===== config.mk =====
export PLATFORM = sky130hd
export DESIGN_NAME = beidou_b1i_despreader
export DESIGN_NICKNAME = d
export VERILOG_FILES = /design/src/rtl/beidou_b1i_pkg.sv /design/src/rtl/beidou_b1i_codegen.sv /design/src/rtl/beidou_b1i_despreader.sv
export SDC_FILE = /design/constraint.sdc
export NUM_CORES = 1
export LEC_CHECK = 0
export ABC_CLOCK_PERIOD_IN_PS = 9700
export BUFFER_PORTS_ARGS = -buffer_cell sky130_fd_sc_hd__clkbuf_2
export CELL_PAD_IN_SITES_DETAIL_PLACEMENT = 1
export CELL_PAD_IN_SITES_GLOBAL_PLACEMENT = 1
export CORE_UTILIZATION = 38
export CTS_CLUSTER_DIAMETER = 60
export DETAILED_ROUTE_END_ITERATION = 8
export HOLD_SLACK_MARGIN = 0.12
export PLACE_DENSITY = 0.66
export SETUP_SLACK_MARGIN = 0.05
export SYNTH_ARGS = -nofsm -noshare
export SYNTH_HDL_FRONTEND = slang
export SYNTH_SLANG_ARGS = --single-unit
export TNS_END_PERCENT = 5

===== constraint.sdc =====
create_clock -name clk -period 9.7 [get_ports clk]
set_clock_uncertainty 0.15 [all_clocks]
set_input_delay 1.455 -clock clk [delete_from_list [all_inputs] [get_ports clk]]
set_output_delay 1.455 -clock clk [all_outputs]
set_load 0.02 [all_outputs]

===== src/rtl/beidou_b1i_pkg.sv =====
// rtl/beidou_b1i_pkg.sv - shared constants, carrier table and state type for the B1I despreader
//
// Purpose: LFSR init values and feedback tap masks, default code length,
//          4-phase carrier lookup, tracking state enum and the LFSR step helper.
// Ports:   none (package).

package beidou_b1i_pkg;

   localparam int          CODE_LEN_DEF = 2046;

   localparam logic [10:0] G1_INIT = 11'b11010110101;
   localparam logic [10:0] G2_INIT = 11'b00001000101;

   // Feedback taps: G1 uses bits 10,9,8,7,6,0; G2 uses bits 10,9,8,7,4,3,2,1,0.
   localparam logic [10:0] G1_TAPS = 11'b11111000001;
   localparam logic [10:0] G2_TAPS = 11'b11110011111;

   typedef logic signed [1:0] carrier_t;

   // Carrier phase 0..3 -> +1, 0, -1, 0
   localparam carrier_t CARRIER_LUT [4] = '{2'sb01, 2'sb00, 2'sb11, 2'sb00};

   typedef enum logic {
      SEARCH = 1'b0,
      TRACK  = 1'b1
   } state_e;

   function automatic logic [10:0] lfsr_step(input logic [10:0] s, input logic [10:0] taps);
      return {s[9:0], ^(s & taps)};
   endfunction

endpackage


===== src/rtl/beidou_b1i_codegen.sv =====
// rtl/beidou_b1i_codegen.sv - B1I G1^G2 ranging code generator with chip-slip support
//
// Purpose: runs the G1/G2 LFSRs at one chip per CHIP_CYCLES clocks, reloads them
//          at the end of each code period, and inserts one extra (dead) chip
//          period when a slip is requested so the local code falls back one chip.
// Ports:   clk, rst_n   - clock, asynchronous active-low reset
//          slip_req     - request a one-chip delay of the local code
//          code_bit     - current chip (1 -> +1, 0 -> -1)
//          chip_stb     - last clk of a real chip
//          epoch        - last clk of the last chip of a code period
//          in_slip      - high during the inserted extra chip period

module beidou_b1i_codegen
   import beidou_b1i_pkg::*;
#(
   parameter int CHIP_CYCLES = 3052,
   parameter int CODE_LEN    = CODE_LEN_DEF
) (
   input  logic clk,
   input  logic rst_n,
   input  logic slip_req,
   output logic code_bit,
   output logic chip_stb,
   output logic epoch,
   output logic in_slip
);

   localparam int CW = $clog2(CHIP_CYCLES);
   localparam int IW = $clog2(CODE_LEN);

   logic [CW-1:0] cnt_q, cnt_d;
   logic [IW-1:0] idx_q, idx_d;
   logic [10:0]   g1_q, g1_d;
   logic [10:0]   g2_q, g2_d;
   logic          slip_q, slip_d;   // inside the inserted extra chip period
   logic          pend_q, pend_d;   // slip waiting for the next chip boundary
   logic          cnt_end;

   assign cnt_end  = (cnt_q == CW'(CHIP_CYCLES - 1));
   assign chip_stb = cnt_end & ~slip_q;
   assign epoch    = chip_stb & (idx_q == IW'(CODE_LEN - 1));
   assign in_slip  = slip_q;
   assign code_bit = g1_q[10] ^ g2_q[0] ^ g2_q[2];

   always_comb begin
      cnt_d  = cnt_end ? '0 : cnt_q + CW'(1);
      idx_d  = idx_q;
      g1_d   = g1_q;
      g2_d   = g2_q;
      slip_d = slip_q;
      pend_d = pend_q | slip_req;
      if (cnt_end) begin
         if (slip_q) begin
            // Extra period over; the held chip now plays normally.
            slip_d = 1'b0;
         end else begin
            if (idx_q == IW'(CODE_LEN - 1)) begin
               idx_d = '0;
               g1_d  = G1_INIT;
               g2_d  = G2_INIT;
            end else begin
               idx_d = idx_q + IW'(1);
               g1_d  = lfsr_step(g1_q, G1_TAPS);
               g2_d  = lfsr_step(g2_q, G2_TAPS);
            end
            // A request arriving on the boundary clk (e.g. with the epoch)
            // delays the very next chip.
            if (pend_q | slip_req) begin
               slip_d = 1'b1;
               pend_d = 1'b0;
            end
         end
      end
   end

   always_ff @(posedge clk or negedge rst_n) begin
      if (!rst_n) begin
         cnt_q  <= '0;
         idx_q  <= '0;
         g1_q   <= G1_INIT;
         g2_q   <= G2_INIT;
         slip_q <= 1'b0;
         pend_q <= 1'b0;
      end else begin
         cnt_q  <= cnt_d;
         idx_q  <= idx_d;
         g1_q   <= g1_d;
         g2_q   <= g2_d;
         slip_q <= slip_d;
         pend_q <= pend_d;
      end
   end

endmodule


===== src/rtl/beidou_b1i_despreader.sv =====
// rtl/beidou_b1i_despreader.sv - B1I carrier wipe-off, despread, integrate-and-dump and lock FSM
//
// Purpose: multiplies IFin by a 4-phase carrier and the local ranging code,
//          integrates over INTEG_CODES code periods, dumps the sum, and runs a
//          SEARCH/TRACK machine that slips the code one chip per failed dump.
// Ports:   clk, rst_n  - clock, asynchronous active-low reset
//          IFin        - 2-bit signed IF sample (-2..+1), one per clk
//          corr_valid  - one-cycle pulse per dump
//          corr_val    - last dump value (signed ACC_W)
//          decode_D    - 1 when the last dump was >= 0
//          flag        - 1 while in TRACK

module beidou_b1i_despreader
   import beidou_b1i_pkg::*;
#(
   parameter int CHIP_CYCLES = 3052,
   parameter int CODE_LEN    = CODE_LEN_DEF,
   parameter int INTEG_CODES = 2,
   parameter int ACC_W       = 28,
   parameter int THRESH      = 3122196,
   parameter int LOCK_CNT    = 2,
   parameter int MISS_CNT    = 3
) (
   input  logic                    clk,
   input  logic                    rst_n,
   input  logic signed [1:0]       IFin,
   output logic                    corr_valid,
   output logic signed [ACC_W-1:0] corr_val,
   output logic                    decode_D,
   output logic                    flag
);

   localparam int EW  = (INTEG_CODES > 1) ? $clog2(INTEG_CODES) : 1;
   localparam int CNW = $clog2(((LOCK_CNT > MISS_CNT) ? LOCK_CNT : MISS_CNT) + 1);

   logic [1:0]              phase_q, phase_d;
   logic signed [ACC_W-1:0] acc_q, acc_d;
   logic [EW-1:0]           ep_q, ep_d;
   state_e                  state_q, state_d;
   logic [CNW-1:0]          hit_q, hit_d;
   logic [CNW-1:0]          miss_q, miss_d;
   logic                    valid_q, valid_d;
   logic signed [ACC_W-1:0] corr_q, corr_d;
   logic                    dec_q, dec_d;

   logic                    code_bit, epoch, in_slip, slip_req;
   logic                    unused_chip_stb;
   carrier_t                carrier;
   logic signed [2:0]       if_ext, prod;
   logic signed [ACC_W-1:0] sum_w;
   logic [ACC_W-1:0]        abs_w;
   logic                    dump, hit;

   beidou_b1i_codegen #(
      .CHIP_CYCLES (CHIP_CYCLES),
      .CODE_LEN    (CODE_LEN)
   ) u_codegen (
      .clk      (clk),
      .rst_n    (rst_n),
      .slip_req (slip_req),
      .code_bit (code_bit),
      .chip_stb (unused_chip_stb),
      .epoch    (epoch),
      .in_slip  (in_slip)
   );

   always_comb begin
      phase_d = phase_q + 2'd1;
      carrier = CARRIER_LUT[phase_q];
      if_ext  = {IFin[1], IFin};
      // Sign flips when exactly one of carrier and code is negative.
      if (carrier == '0)
         prod = '0;
      else if (carrier[1] ^ ~code_bit)
         prod = -if_ext;
      else
         prod = if_ext;

      sum_w = acc_q + {{(ACC_W-3){prod[2]}}, prod};
      abs_w = sum_w[ACC_W-1] ? -sum_w : sum_w;
      hit   = (abs_w >= ACC_W'(THRESH));
      dump  = epoch & (ep_q == EW'(INTEG_CODES - 1));

      acc_d   = in_slip ? acc_q : sum_w;
      ep_d    = ep_q;
      valid_d = dump;
      corr_d  = corr_q;
      dec_d   = dec_q;
      if (epoch)
         ep_d = dump ? '0 : ep_q + EW'(1);
      if (dump) begin
         corr_d = sum_w;
         dec_d  = ~sum_w[ACC_W-1];
         acc_d  = '0;
      end

      state_d  = state_q;
      hit_d    = hit_q;
      miss_d   = miss_q;
      slip_req = 1'b0;
      if (dump) begin
         case (state_q)
            SEARCH: begin
               if (hit) begin
                  if (hit_q == CNW'(LOCK_CNT - 1)) begin
                     state_d = TRACK;
                     hit_d   = '0;
                     miss_d  = '0;
                  end else begin
                     hit_d = hit_q + CNW'(1);
                  end
               end else begin
                  hit_d    = '0;
                  slip_req = 1'b1;
               end
            end
            TRACK: begin
               if (!hit) begin
                  if (miss_q == CNW'(MISS_CNT - 1)) begin
                     state_d = SEARCH;
                     hit_d   = '0;
                     miss_d  = '0;
                  end else begin
                     miss_d = miss_q + CNW'(1);
                  end
               end else begin
                  miss_d = '0;
               end
            end
            default: state_d = SEARCH;
         endcase
      end
   end

   always_ff @(posedge clk or negedge rst_n) begin
      if (!rst_n) begin
         phase_q <= '0;
         acc_q   <= '0;
         ep_q    <= '0;
         state_q <= SEARCH;
         hit_q   <= '0;
         miss_q  <= '0;
         valid_q <= 1'b0;
         corr_q  <= '0;
         dec_q   <= 1'b0;
      end else begin
         phase_q <= phase_d;
         acc_q   <= acc_d;
         ep_q    <= ep_d;
         state_q <= state_d;
         hit_q   <= hit_d;
         miss_q  <= miss_d;
         valid_q <= valid_d;
         corr_q  <= corr_d;
         dec_q   <= dec_d;
      end
   end

   assign corr_valid = valid_q;
   assign corr_val   = corr_q;
   assign decode_D   = dec_q;
   assign flag       = (state_q == TRACK);

endmodule


==> Word-level counts from Yosys, hierarchy flattened <==
Index checks and enable logic that the tools add are counted.
{ "word_totals": {"ff_bits": 113, "output_inout_bits": 31} }
{ "op_classes": {"n_addsub": 9, "n_lt_le_gt_ge": 2, "eq_ne": 9, "n_mux": 35, "bitwise_logic": 12, "reduce_logical": 6} }
{ "ops": {"columns": ["operator", "n"], "rows": [
  ["2-to-1 mux 28 bit", 3],
  ["2-to-1 mux 11 bit", 3],
  ["adder 28 bit", 1],
  ["greater-or-equal comparator 28 x 22 -> 1 bit, second input constant", 1],
  ["negation 28 bit", 1],
  ["XOR reduction 11 bit", 2],
  ["2-to-1 mux 2 bit", 10],
  ["adder 12 x 1 -> 12 bit, second input constant", 1],
  ["== test 12 bit, second input constant", 1],
  ["2-to-1 mux 1 bit", 12],
  ["2-to-1 mux 12 bit", 1],
  ["adder 11 x 1 -> 11 bit, second input constant", 1],
  ["== test 11 bit, second input constant", 1],
  ["inequality test 2 bit, second input constant", 4],
  ["case mux 2 bit (2 select lines)", 2],
  ["adder 2 x 1 -> 2 bit, second input constant", 3],
  ["2-to-1 mux 3 bit", 2],
  ["AND reduction 3 bit", 2],
  ["binary-select mux 2 bit (select 2 bit)", 1],
  ["inverter 1 bit", 4],
  ["AND 1 bit", 3],
  ["greater-or-equal comparator 3 bit, second input constant", 1],
  ["negation 2 -> 3 bit", 1],
  ["inverter 2 -> 3 bit", 1],
  ["9 further kinds", 11]
]} }

==> Logic depth before layout (Yosys ltp) <==
Gate-level depths: netlist (run 1).
{ "depth": {"depth_word": 17, "mapped_depth": 26, "ltp_nobuf": 22} }

==> Cells and area by module <==
From an unflattened synthesis (run 1), not the netlist that was laid out.
{ "hier_totals": {"cells_unflattened": 872, "hier_area_um2": 7412.1} }
{ "modules_own_cells": {"columns": ["module", "instances", "cells_each", "area_per_inst_um2", "seq_area_each_um2"], "rows": [
  ["beidou_b1i_despreader", 1, 631, 5098.6, 1651.6],
  ["beidou_b1i_codegen", 1, 241, 2313.5, 1188.6]
]} }

==> Worst setup path before layout (run 1) <==
No wires, ideal clock.
{ "synth_path": {"path_kind": "input-to-reg", "from": "input IFin[1]", "to": "register miss_q[0]", "t_arrival_ps": 6434, "setup_slack_ps": 3051, "path_stages": 19, "n_path_buf": 1, "path_cell_list": "nand3b_1 > mux2i_4 > clkbuf_1 > nor2_1 > inv_1 > ha_1 > a2111o_1 > or4_4 > a2111oi_4 > o21ai_0 > a2111o_1 > or4_4 > nor4_4 > nand3_1 > mux2_2 > a41oi_2 > a211o_4 > nor4b_2 > mux2_2"} }
{ "synth_via": {"elab_chain_cells": 9} }
{ "synth_rtl": {"columns": ["element", "line", "text"], "rows": [
  ["start: declaration", "beidou_b1i_despreader.sv:26", "input logic signed [1:0] IFin,"],
  ["negation 2 -> 3 bit", "beidou_b1i_despreader.sv:75", "prod = -if_ext;"],
  ["2-to-1 mux 3 bit *", "beidou_b1i_despreader.sv:74", "else if (carrier[1] ^ ~code_bit)"],
  ["2-to-1 mux 3 bit *", "beidou_b1i_despreader.sv:72", "if (carrier == '0)"],
  ["adder 28 bit *", "beidou_b1i_despreader.sv:79", "sum_w = acc_q + {{(ACC_W-3){prod[2]}}, prod};"],
  ["negation 28 bit", "beidou_b1i_despreader.sv:80", "abs_w = sum_w[ACC_W-1] ? -sum_w : sum_w;"],
  ["2-to-1 mux 28 bit *", "beidou_b1i_despreader.sv:80", null],
  ["greater-or-equal comparator 28 x 22 -> 1 bit *", "beidou_b1i_despreader.sv:81", "hit = (abs_w >= ACC_W'(THRESH));"],
  ["2-to-1 mux 2 bit / inequality test 2 bit (equally long branches)", null, null],
  ["case mux 2 bit (2 select lines) / AND reduction 3 bit (equally long branches)", null, null],
  ["end signal: assignment", "beidou_b1i_despreader.sv:152", "miss_q <= miss_d;"],
  ["end: declaration", "beidou_b1i_despreader.sv:41", "logic [CNW-1:0] miss_q, miss_d;"]
]} }
Every way passes the cells marked *; elsewhere a longest branch is shown, timed or not.
A chain may end at the register's enable or synchronous reset.

==> Worst setup path after layout (run 1) <==
{ "layout_path": {"from": "input IFin[1]", "to": "register miss_q[1]"} }
The elaborated chain is that of the path after synthesis.

==> summary.txt, run 1 <==
Power and ir drop
  – Cell internal pwr: 901.2 uW
  – Clock Power Share: 57.8%
  – Switching Share: 21.20%
  – Seq pwr share: 41.3%
  – PwrDens: 135.2 mW/mm2
  – Power, Total: 1.144 mW
  – Worst vdd ir: 0.1114 mV
  – Leakage: 3.588 nW
  – Combinational Power Share: 1.0%
  – P_sw: 242.4 uW

Routing
  – Routed Antenna Nets: 0
  – WL per Instance: 19.58 um
  – DR pass1 iterations: 5
  – DRT Wirelength: 22.76 mm
  – DRC: 0
  – Wl on met1: 10.57 mm
  – Top Metal Used: met4
  – Vias: 6819
  – Met2 WL: 11.06 mm
  – Via density: 5.868
  – Met3 routed WL: 611 um
  – Initial DRC Count: 385

Die
  – Ports: 35
  – Horiz. Die Dim: 143.6 um
  – Die Height: 143.6 um
  – Initial core utilization: 38.90%
  – Cell Rows: 51
  – Die ar.: 0.02062 mm2
  – Core area: 0.01959 mm2

Logic synthesis
  – Synth area leader: dfrtp_1
  – Primary FF master, synth: dfrtp_1
  – Syn Std Cell Area: 0.007620 mm2
  – Syn nets: 905
  – Cell variety after synth: 93
  – Top cells by count, synth: 160 x nand2_1, 103 x dfrtp_1, 61 x o21ai_0
  – Post-synth EDFFs: 0
  – Gate count after technology mapping: 889
  – Area contributors post-synth: dfrtp_1 34%, nand2_1 7.9%, xnor2_1 4.7%
  – Async set-reset flop share out of synthesis: 100.0%
  – Ys Warns: 0
  – Synth Area per Inst: 8.571 um2
  – Share of the synthesized area in the top cell type: 33.83%
  – Post-synthesis register bit count: 113
  – Most common cell in the netlist: nand2_1
  – Sequential fraction of the synthesis area: 37.27%

STA
  – Final setup TNS: 0 ps
  – Final Max Slew Viols: 0
  – Fmax: 131.4 MHz
  – Max-Slew Margin vs Limit: 35.93%
  – Worst-margin pin slew: 961.1 ps
  – Tmin final: 7610 ps
  – Unrepaired setup endpoints after global routing: false
  – Fin. Hold Viols: 0
  – Crit share post-route: 78.45%
  – Final setup vio count: 0

Critical path
  – CP required: 9910 ps
  – Crit path arrival time: 7820 ps
  – Crit path cell chain: clkbuf_2 -> inv_1 -> ha_1 -> nand3b_1 -> mux2i_4 -> nor2_4 -> inv_4 -> ha_1 -> nor4b_1 -> nand3_1 -> a211oi_1 -> a41oi_1 -> a211oi_1 -> or3_1 -> and2_0 -> nand2_1 -> a2111oi_0 -> o221ai_1 -> a211o_4 -> nor3b_1 -> a32o_1
  – Crit-path max cell delay: 730 ps
  – Worst-path fanout max: 35
  – Reg2reg path depth: 18
  – Setup crit start: IFin[1]
  – Kind of critical path: input port to flop
  – Worst r2r src: u_codegen.g2_q[2]$_DFFE_PN1P_
  – Crit. End Element: flop
  – Worst path slowest cell: and2_0
  – Cell count along the critical path: 21
  – Worst Path Buf+Inv: 3
  – Crit path max-delay family: simple AND/OR/NAND/NOR gates
  – Crit start category: input port

GRT
  – Global-route wire length before repair: 37.96 mm
  – Initial antenna violation count: 0
  – Largest net degree at the start of global routing: 70
  – Remaining Overflow, GRT: 0
  – All-layer global routing usage: 23.69%
  – Vias in the first global route: 7223

Worst hold path
  – Worst Hold Depth: 1
  – Min-delay src: phase_q[0]$_DFF_PN0_
  – Hold WC Path Type: flop to flop

Clock network
  – Num CTS Buffers: 17
  – Root Driver: clkbuf_16
  – H-tree Lvls: 4
  – CTS tree: built
  – Longest Clk Path Bufs: 2
  – Clk_lat worst skew: 430 ps
  – Cts hold-fix bufs: 0
  – Clock Pin Slew Worst Setup and Hold Paths: 60 ps
  – PostCTS Resize Cnt: 0
  – # Post-CTS Setup Buffers: 0
  – Clock Sinks: 113

Layout
  – Area Growth Syn to Fin: 11.00%
  – Diodes inserted: 0
  – Final #Nets: 900
  – Fraction of layout cells with a size suffix above 1: 14.05%

Run status
  – Run status: completed

Placed design
  – Post-DP HPWL: 15.72 mm
  – Port Buffers: 34
  – GP Congestion: 0.8649

Run
  – Max Cap Violations: 0
## placed cells by master, fill, tap and decap left out, drive strengths merged, types with 10 or more instances in the layout
cell type | Yosys | final
nor3 | 26 | 26
xor2 | 21 | 21
a22o | 13 | 13
a21oi | 34 | 34
nor2 | 60 | 60
or3 | 11 | 11
dfstp | 10 | 10
dfrtp | 103 | 103
buf | 14 | 10
clkbuf | 53 | 54
inv | 15 | 16
nand2 | 160 | 160
nand4 | 17 | 17
ha | 11 | 11
nor4 | 22 | 22
nand3 | 36 | 36
o21ai | 64 | 64
xnor2 | 41 | 41
## logic make-up after synthesis
kind of cell / Yosys count / synth area share, %
adders and majority gates: 12 / 2.069
and+or+nand+nor: 390 / 25.44
DFF: 113 / 37.27
muxes: 15 / 2.496
buffers and inverters: 82 / 5.205
AOI/OAI and AO/OA: 213 / 19.75
xor gates and xnor gates: 64 / 7.767
## layer usage
| layer | track usage, % | vias up |
|---|---|---|
| li1 | - | 3195 |
| met1 | 31.07 | 3467 |
| met2 | 39.19 | 118 |
| met3 | 3.632 | 39 |
| met4 | 8.959 | 0 |
| met5 | 0 | - |
## path summary, 6_finish.rpt
kind,endpoint,slack [ps]
setup reg to reg,miss_q[1]$_DFFE_PN0P_,2410
setup / recovery,miss_q[1]$_DFFE_PN0P_,2090
hold reg to reg,phase_q[0]$_DFF_PN0_,270
min in group asynchronous,u_codegen.g2_q[8]$_DFFE_PN0P_,880
max in group asynchronous,acc_q[23]$_DFFE_PN0P_,7120
hold / removal,phase_q[0]$_DFF_PN0_,270
## per-stage QoR
step           worst slack (ps)  area (um2)  utilization [%]  instances  hold slack (ps)
2_1_floorplan              3051        7620                -        889            251.2
3_3_place_gp               2177        7854            40.09       1130            268.8
3_5_place_dp               1745        7854            40.09       1130            276.6
4_1_cts                    2156        8458            43.18       1162            284.5
5_1_grt                    1528        8458            43.18       1162            298.3
6_report                   2090        8458            43.18       1162            274.0
## power by group through the flow
stage	sequential [mW]	combinational (mW)	clock, mW
floorplan	0.480	0.000434	0
finish	0.472	0.0112	0.660
global route	0.472	0.0135	0.692
global placement	0.480	0.0114	0
detailed placement	0.480	0.0121	0
CTS	0.472	0.0120	0.675
## sequential cells by signal, indices dropped and copies added (netlist names)
name               cells
miss_q                 2
corr_valid             1
acc_q                 28
u_codegen.cnt_q       12
phase_q                2
flag                   1
decode_D               1
u_codegen.g1_q        11
ep_q                   1
corr_val              28
u_codegen.pend_q       1
u_codegen.idx_q       11
hit_q                  2
u_codegen.g2_q        11
u_codegen.in_slip      1
## layout make-up
class | instances | area, um2
Fill cell | 2331 | 11130
Multi-Input combinational cell | 694 | 4383
Sequential cell | 113 | 2840
Clock buffer | 21 | 440.4
Tap cell | 265 | 331.6
Timing Repair Buffer | 43 | 240.2
Clock inverter | 11 | 163.9
Inverter | 15 | 58.81
Note: power is estimated with default switching activity, not from simulation.
==> run 2: changes to the inputs <==
Settings changed: ABC_CLOCK_PERIOD_IN_PS 9700 to 7100.
Clock period 9.7 ns to 7.1 ns, I/O delays scaled along.
==> run 2 against run 1 <==
Effect of this change: clock power up 51%; count of clock-buffer cells in the layout down 2; hold slack better by 11 ps; sequential power up 37%; utilization up 1.0 points; largest cell class unchanged; largest power group unchanged; highest routed layer unchanged.
==> summary.txt, run 2 (synthesis gave the netlist of run 1 again) <==
Critical path
  – Crit path cell chain: xnor3_2 -> nand2_1 -> nor2_1 -> a21oi_1 -> nor2_1 -> nor2_1 -> inv_1 -> ha_1 -> a21oi_1 -> or4_1 -> nor3_1 -> a41oi_1 -> a211oi_1 -> or3_1 -> and2_0 -> nand2_1 -> a2111oi_0 -> o221ai_1 -> a211o_4 -> nor3b_1 -> a32o_1
  – Crit path arrival time: 6820 ps
  – Most frequent CP cell: nor2_1
  – Crit start category: flop
  – Crit. End Element: flop
  – Crit-path max cell delay: 680 ps
  – CP required: 7300 ps
  – Worst-path fanout max: 12
  – Worst path slowest cell: and2_0
  – Kind of critical path: flop to flop

Power and ir drop
  – Leakage: 3.698 nW
  – PwrDens: 191.2 mW/mm2
  – Worst vdd ir: 0.1609 mV

Routing
  – DR pass1 iterations: 5
  – Routed Antenna Nets: 0
  – DRT Wirelength: 23.16 mm
  – Initial DRC Count: 368
  – Vias: 6903
  – Via density: 5.860
  – DRC: 0
  – WL per Instance: 19.66 um

Layout
  – Fraction of layout cells with a size suffix above 1: 15.99%
  – Final #Nets: 916
  – Most frequent cells in the layout: 160 x nand2_1, 103 x dfrtp_1, 61 x o21ai_0, 59 x nor2_1, 41 x xnor2_1
  – Diodes inserted: 0
  – Final core utilization: 44.20%
  – Area Growth Syn to Fin: 13.65%
  – Most common cell after layout, fill and taps aside: nand2_1

GRT
  – Largest net degree at the start of global routing: 69
  – Initial antenna violation count: 0
  – Global-route wire length before repair: 38.43 mm
  – Remaining Overflow, GRT: 0
  – Vias in the first global route: 7239
  – All-layer global routing usage: 24.14%

Die
  – Initial core utilization: 38.90%
  – Cell Rows: 51
  – Core area: 0.01959 mm2
  – Horiz. Die Dim: 143.6 um
  – Ports: 35
  – Die Height: 143.6 um
  – Die ar.: 0.02062 mm2

STA
  – Final setup vio count: 0
  – Worst-margin pin slew: 923.6 ps
  – Fin. Hold Viols: 0
  – Crit share post-route: 93.16%
  – Worst setup margin: 485.9 ps
  – Unrepaired setup endpoints after global routing: false
  – Fmax: 151.2 MHz
  – WHS: 285.4 ps
  – Tmin final: 6614 ps
  – Max-Slew Margin vs Limit: 38.42%
  – Final Max Slew Viols: 0
  – Final setup TNS: 0 ps

Clock network
  – PostCTS Resize Cnt: 0
  – Clk_lat worst skew: 420 ps
  – Num CTS Buffers: 17
  – Longest Clk Path Bufs: 2
  – Clock Sinks: 113
  – H-tree Lvls: 4
  – CTS tree: built
  – Cts hold-fix bufs: 0
  – Clock Pin Slew Worst Setup and Hold Paths: 60 ps
  – # Post-CTS Setup Buffers: 0
  – Root Driver: clkbuf_16

Placed design
  – Setup WS pre-CTS: 488.9 ps
  – Port Buffers: 34
  – GP Congestion: 0.8440
  – Post-DP HPWL: 16.26 mm

Worst hold path
  – Hold WC Path Type: flop to flop

Run
  – Max Cap Violations: 0

Run status
  – Run status: completed
[run 2: power breakdown]
group	internal (mW)	leakage [nW]	switching (mW)
combinational	0.00146	2.08	0.0134
clock	0.677	0.321	0.320
sequential	0.645	1.29	0
[run 2: final cells by class]
class / count / area (um2)
Fill cell: 2308 / 10930
Sequential cell: 113 / 2840
Tap cell: 265 / 331.6
Clock buffer: 19 / 452.9
Multi-Input combinational cell: 694 / 4383
Inverter: 15 / 58.81
Clock inverter: 13 / 232.7
Timing Repair Buffer: 59 / 360.3
[run 2: final timing paths]
check	startpoint	to	slack (ps)	cells after the start
worst min register to register	phase_q[0]$_DFF_PN0_	phase_q[0]$_DFF_PN0_	290	1
max in group asynchronous	rst_n	acc_q[14]$_DFFE_PN0P_	4940	2
worst min-delay path	phase_q[0]$_DFF_PN0_	phase_q[0]$_DFF_PN0_	290	1
min in group asynchronous	rst_n	u_codegen.idx_q[4]$_DFFE_PN0P_	500	1
worst max-delay path	u_codegen.g2_q[2]$_DFFE_PN1P_	miss_q[1]$_DFFE_PN0P_	490	21
worst max register to register	u_codegen.g2_q[2]$_DFFE_PN1P_	miss_q[1]$_DFFE_PN0P_	490	21
[run 2: through the flow]
step	area, um2	total power [mW]	std cells
floorplan	7620	0.6566	889
global placement	7974	0.6713	1146
detailed placement	7974	0.6723	1146
CTS	8660	1.676	1178
global route	8660	1.706	1178
finish	8660	1.656	1178
[run 2: metal layers]
layer	vias up	global-route usage, %	share of wire (%)
li1	3222	-	-
met2	124	40.32	49
met5	-	0	0
met3	30	4.165	3.2
met1	3527	31.79	47
met4	0	7.223	1.4
[run 2: worst max-delay path, delay by kind of cell, from the launching register on]
kind / cells / cell delay [ps]
DFF: 1 / 580
xor gates and xnor gates: 1 / 490
AOI/OAI and AO/OA: 8 / 2410
and+or+nand+nor: 10 / 2520
buffers and inverters: 1 / 70
adders and majority gates: 1 / 320
